--- src/rtl/multi_channel_data_selector.sv ---
`default_nettype none
// ============================================================================
// Module   : multi_channel_data_selector
// Purpose  : Registered NUM_CH:1 selector of WIDTH-bit channels with a manual
//            (SEL-driven) mode and an auto-scan mode that dwells DWELL clocks
//            per channel; outputs carry a channel tag, VALID and STEP strobe.
// Revision : 1.0 - initial release
// ============================================================================
module multi_channel_data_selector #(
    parameter int WIDTH  = 8,
    parameter int NUM_CH = 4,
    parameter int SEL_W  = 2,
    parameter int DWELL  = 16
) (
    input  logic                    i_clk,
    input  logic                    i_rst,
    input  logic [NUM_CH*WIDTH-1:0] i_d,
    input  logic [SEL_W-1:0]        i_sel,
    input  logic                    i_mode,
    input  logic                    i_en,
    output logic [WIDTH-1:0]        o_q,
    output logic [SEL_W-1:0]        o_ch,
    output logic                    o_valid,
    output logic                    o_step
);

    localparam int              CNT_W      = (DWELL > 1) ? $clog2(DWELL) : 1;
    localparam logic [CNT_W-1:0] C_CNT_LAST = CNT_W'(DWELL - 1);
    localparam logic [SEL_W-1:0] C_CH_LAST  = SEL_W'(NUM_CH - 1);
    // One extra bit so NUM_CH == 2**SEL_W does not truncate to zero.
    localparam logic [SEL_W:0]   C_NUM_CH   = (SEL_W + 1)'(NUM_CH);

    typedef enum logic [0:0] {
        S_MANUAL = 1'b0,
        S_SCAN   = 1'b1
    } state_t;

    state_t             r_state;
    logic [CNT_W-1:0]   r_cnt;
    logic [SEL_W-1:0]   r_ch;
    logic [WIDTH-1:0]   r_q;
    logic               r_valid;
    logic               r_step;

    state_t             w_state_nxt;
    logic [CNT_W-1:0]   w_cnt_nxt;
    logic [SEL_W-1:0]   w_ch_nxt;
    logic [WIDTH-1:0]   w_q_nxt;
    logic [WIDTH-1:0]   w_q_sel;
    logic               w_valid_nxt;
    logic               w_step_nxt;
    logic               w_sel_ok;
    logic [WIDTH-1:0]   w_chan [NUM_CH];

    genvar gi;
    generate
        for (gi = 0; gi < NUM_CH; gi++) begin : g_unpack
            assign w_chan[gi] = i_d[gi*WIDTH +: WIDTH];
        end
    endgenerate

    assign w_sel_ok = ({1'b0, i_sel} < C_NUM_CH);

    always_ff @(posedge i_clk or posedge i_rst) begin
        if (i_rst) begin
            r_state <= S_MANUAL;
            r_cnt   <= '0;
            r_ch    <= '0;
            r_q     <= '0;
            r_valid <= 1'b0;
            r_step  <= 1'b0;
        end else begin
            r_state <= w_state_nxt;
            r_cnt   <= w_cnt_nxt;
            r_ch    <= w_ch_nxt;
            r_q     <= w_q_nxt;
            r_valid <= w_valid_nxt;
            r_step  <= w_step_nxt;
        end
    end

    // Next-state logic; with EN low everything holds and only the strobes drop.
    always_comb begin
        w_state_nxt = r_state;
        w_cnt_nxt   = r_cnt;
        w_ch_nxt    = r_ch;
        w_valid_nxt = 1'b0;
        w_step_nxt  = 1'b0;
        if (i_en) begin
            w_valid_nxt = 1'b1;
            if (!i_mode) begin
                // Leaving scan is handled as an ordinary manual edge.
                w_state_nxt = S_MANUAL;
                w_cnt_nxt   = '0;
                if (w_sel_ok) begin
                    w_ch_nxt = i_sel;
                end else begin
                    w_valid_nxt = 1'b0;
                end
            end else if (r_state == S_MANUAL) begin
                w_state_nxt = S_SCAN;
                w_cnt_nxt   = '0;
            end else if (r_cnt == C_CNT_LAST) begin
                w_cnt_nxt  = '0;
                w_ch_nxt   = (r_ch == C_CH_LAST) ? '0 : r_ch + SEL_W'(1);
                w_step_nxt = 1'b1;
            end else begin
                w_cnt_nxt = r_cnt + CNT_W'(1);
            end
        end
    end

    // Data follows the channel being loaded, so Q and CH never disagree.
    always_comb begin
        w_q_sel = '0;
        for (int k = 0; k < NUM_CH; k++) begin
            if (w_ch_nxt == SEL_W'(k)) begin
                w_q_sel = w_chan[k];
            end
        end
        w_q_nxt = i_en ? w_q_sel : r_q;
    end

    assign o_q     = r_q;
    assign o_ch    = r_ch;
    assign o_valid = r_valid;
    assign o_step  = r_step;

endmodule
`default_nettype wire

--- config.mk ---
export PLATFORM = sky130hd
export DESIGN_NAME = multi_channel_data_selector
export DESIGN_NICKNAME = d
export VERILOG_FILES = /design/src/rtl/multi_channel_data_selector.sv
export SDC_FILE = /design/constraint.sdc
export NUM_CORES = 1
export LEC_CHECK = 0
export BUFFER_PORTS_ARGS = -buffer_cell sky130_fd_sc_hd__buf_4
export CAP_MARGIN = 20
export CORE_ASPECT_RATIO = 1.1
export CORE_UTILIZATION = 34
export CTS_BUF_LIST = sky130_fd_sc_hd__clkbuf_16
export CTS_CLUSTER_SIZE = 12
export DETAILED_ROUTE_END_ITERATION = 7
export GPL_TIMING_DRIVEN = 0
export PLACE_DENSITY = 0.59
export SYNTH_ARGS = -nofsm -noshare
export SYNTH_HDL_FRONTEND = slang
export SYNTH_SLANG_ARGS = --single-unit
--- constraint.sdc ---
create_clock -name i_clk -period 3.76 [get_ports i_clk]
set_input_delay 0.752 -clock i_clk [delete_from_list [all_inputs] [get_ports i_clk]]
set_output_delay 0.752 -clock i_clk [all_outputs]
set_load 0.03 [all_outputs]
Word level (Yosys, flattened, before mapping) --
Index checks and enable logic that the tools add are counted. Widths: inputs -> output; s select.
Word-level totals: register bits after elaboration 17, bits of input ports 38, output and inout port bits 12
Operators by class: $add $sub $neg 2, reduce and logical (&&, ||, !) cells 1, equality and inequality tests 5, muxes and demuxes 18
Operators by type and width (number):
- $mux 8 | 4
- $mux 4 | 3
- $mux 2 | 5
- $eq 2x2->1 const B | 3
- $mux 1 | 6
- $add 4x1->4 const B | 1
- $eq 4x4->1 const B | 1
- $add 2x1->2 const B | 1
- $eq 2x1->1 const B | 1
- $logic_not 2->1 | 1

Longest topological paths before layout --
depth after elaboration 11, mapped depth 8, gate-level depth less buffers 6

Least setup slack after synthesis --
OpenSTA, ideal clock, no wires.
path kind in2reg, start point in i_en, end point reg r_q[1], in the netlist o_q[1], arrival 1.950 ns, data required time 3.669 ns, slack 1.720 ns, stages on the path 7, path buffers 2, cells stage by stage buf_6 nor2b_4 a22o_1 a311o_1 or2_1 buf_6 o221ai_1
On the way: cells in the longest elaborated chain, start to end 6, elaborated cells on any way between the ends 9, those cells by class eq/ne: 3; mux: 5; reduce/logical: 1
Ends and longest elaborated chain:
- from (decl) | line 20 | input logic i_en,
- $mux 2 * | line 89 | if (i_en) begin
- named net w_ch_nxt[0] | line 47 | logic [SEL_W-1:0] w_ch_nxt;
- $logic_not 2->1 | line 117 | if (w_ch_nxt == SEL_W'(k)) begin
- $mux 8 (3 in a row) | line 117
- $mux 8 * | line 117
- to (signal assigned) | line 76 | r_q <= w_q_nxt;
- to (decl) | line 41 | logic [WIDTH-1:0] r_q;
The timed path passes the listed nets; every way through them passes the cells marked *. A chain may end at the register's enable or synchronous reset.

Worst setup path after layout --
start point reg r_cnt[0], end point reg r_q[7], in the netlist o_q[7]
On the way: cells in the longest elaborated chain, start to end 10, elaborated cells on any way between the ends 13, those cells by class eq/ne: 4; mux: 8; reduce/logical: 1
Ends and longest elaborated chain:
- from (decl) | line 39 | logic [CNT_W-1:0] r_cnt;
- from (signal assigned) | line 74 | r_cnt <= w_cnt_nxt;
- $eq 4x4->1 * | line 103 | end else if (r_cnt == C_CNT_LAST) begin
- $mux 2 * | line 103
- $mux 2 * | line 100 | end else if (r_state == S_MANUAL) begin
- $mux 2 * | line 91 | if (!i_mode) begin
- $mux 2 * | line 89
- named net w_ch_nxt[1] | line 47
- $logic_not 2->1 | line 117
- $mux 8 (3 in a row) | line 117
- $mux 8 * | line 117
Marks and branches as above.

==> run metrics <==
Worst slew margin 0.549; nets 181; Seq pwr share 0.344; slowest CP cell dfrtp_1; full die area roughly 3000 sq um; synth cell count leaders dfrtp_1 (17), mux2i_1 (17), nand2_1 (14); library cells used by synthesis 26; pre-CTS setup slack ~1500 ps; later-pin clock latency in the skew report around 250 ps; P_int 0.000453 W; HPWL after detailed placement 1860 um; crit path launch type flip-flop; MaxCap Viol Count 0; Ant. Diodes 0; RD Place Congestion 0.697; fmax 469 MHz; routed vias/inst 5.18; vias just under 900; outcome finished, final reports clean; Yosys top cell area share 0.445; Initial Util 0.369; fin area 1440 sq um; layout cells sized above 1 0.436; # rows 19; Fillers 234; hold path cells 2; Critical R2R Capture o_q[7]$_DFFE_PP0P_; Worst setup EP type flip-flop; initial antenna violation count 0; slowest cell delay on critical path 390 ps; critical-path maximum fanout 10; Min-Delay Path Class reg -> reg; leakage power 0.749 nW; DR DRC count 0; total setup buffers inserted after CTS 0; Core ar. 2590 sq um; root buffer cell clkbuf_16; Setup Crit Path Kind reg -> reg; fin util 0.557; CP Cell Sequence ha_1, nand4_1, mux2i_1, a221o_1, buf_4, buf_8, mux2i_1, o221ai_1; vias in the first global route 863; asr flop ratio synth 1.00; worst reg2reg path depth 8; clock sink count 17; Hold Buf Count CTS 0; PD cells 453 nW/um^2; largest net degree at the start of global routing 18; NetSw 0.000201 W; Multi-input gate area 463 sq um; worst-margin pin slew 675 ps; unrepaired setup endpoints after global routing false; final period utilization 0.568; 1st-pass router iterations 4; Seq cells post-synth 17; WL per Instance around 14 um; Critical R2R Launch r_cnt[0]$_DFFE_PP0P_; Main synth FF type dfrtp_1; mean post-synth cell area 11.0 sq um; Routed WL 2440 um; register area 425 sq um; DR iter-0 viols 12; cts bufs inserted 3; Post-synth EDFFs 0; CP top delay family compound AO/OA/AOI/OAI gates; Fin Setup TNS 0 ps; syn_nets 127; Die X ~53 um; count of input and output buffers between 40 and 50; dpl cell area 1360 sq um; I/O pin count 50; clock share of power 0.329; Setup WS post-layout approximately 1600 ps; synthesis-to-finish area growth 50.9%; total congestion overflow 0; Final Hold Fails 0; Synth area leader dfrtp_1; CTS tree built; first-pass GRT wire length just under 4000 um; sequential share of the synthesized area 0.445; hold slack final 494 ps; Post-Syn Area roughly 960 sq um; min-delay src o_q[2]$_DFFE_PP0P_; H-tree Lvls 1; max-slew violations 0; Setup Skew between 2 and 3 ps; sw frac 0.307; Synth area leaders dfrtp_1 (45%), mux2i_1 (18%), o221ai_1 (7.3%); Hold Crit Endpoint o_q[2]$_DFFE_PP0P_; Max Buffers Root-to-Sink 2; Finish-stage setup viols 0; fin crit period roughly 2100 ps; R2R Setup Slk 1630 ps; Die Y 57.6 um; Syn Inst Count 87; worst vdd ir 0.000320 V; yosys warns 0; post-cts resize count 0; WP data required 3870 ps; Clock transition at path regs 50 ps; worst path bufs/invs 2; total track usage 0.179; Antenna Nets Post-Route 0; CP dominant cell by count mux2i_1; Gate power share 0.326; WP data arrival 2240 ps
## final cells by class
class                      count  area share
multi-input combinational     62       0.321
buffer                         5      0.0390
inverter                       3     0.00781
timing repair buffer          49       0.255
sequential                    17       0.295
clock buffer                   3      0.0520
clock inverter                 1     0.00347
tap                           31      0.0269
## per-stage QoR
step                      power (W)  instances
after global routing       0.000688        171
after global placement     0.000442        167
after floorplan            0.000357         87
final                      0.000653        171
after CTS                  0.000660        171
after detailed placement   0.000444        167
## worst max path at each step
stage / startpoint / to / slack, ps / cells past startpoint
2_1_floorplan: i_en / o_q[1]$_DFFE_PP0P_ / 1720 / 7
3_3_place_gp: i_en / o_q[1]$_DFFE_PP0P_ / 1500 / 8
3_5_place_dp: i_en / o_q[1]$_DFFE_PP0P_ / 1490 / 8
4_1_cts: r_cnt[0]$_DFFE_PP0P_ / o_q[7]$_DFFE_PP0P_ / 1630 / 8
5_1_grt: r_cnt[0]$_DFFE_PP0P_ / o_q[1]$_DFFE_PP0P_ / 1490 / 8
6_report: r_cnt[0]$_DFFE_PP0P_ / o_q[7]$_DFFE_PP0P_ / 1630 / 8
## logic make-up (layout without fill, tap and decap cells)
logic type      Yosys count  after routing  share of synthesized area
simple gates             23             23                      0.116
fa+ha+maj                 2              2                     0.0262
compound gates           20             20                      0.164
mux                      17             17                      0.178
buf+inv                   8             61                     0.0707
flops                    17             17                      0.445
## layer usage
layer / share of wire / global-route usage
met5: 0 / 0
met1: 0.43 / 0.226
met3: 0.043 / 0.0472
met2: 0.52 / 0.302
met4: 0.0086 / 0.0451
## worst reg2reg max path, delay by kind of cell, from the launching register on
family	cells	cell delay, ps
compound gates	2	410
fa+ha+maj	1	250
buf+inv	2	350
flops	1	390
mux	2	340
simple gates	1	240
## power by group through the flow
stage	Sequential, W	Combinational [W]	Clock [W]
global placement	0.000228	0.000214	0
global route	0.000229	0.000228	0.000231
CTS	0.000225	0.000217	0.000218
detailed placement	0.000228	0.000216	0
finish	0.000225	0.000213	0.000215
floorplan	0.000271	0.0000854	0
## registers in the layout, summed over array words and instances (netlist names)
register  cells
r_cnt         4
o_q           8
o_valid       1
o_step        1
o_ch          2
r_state       1
## cells in the final DEF (no fill, tap or decap), types with 2 or more instances in the layout
master and instances:
buf_4 50, mux2i_1 17, dfrtp_1 17, nand2_1 14, o221ai_1 8, buf_6 3
nand3_1 3, o21ai_0 3, clkbuf_16 3, a22o_1 2, inv_1 2, ha_1 2
No activity file was read; power rests on OpenSTA's default activity.
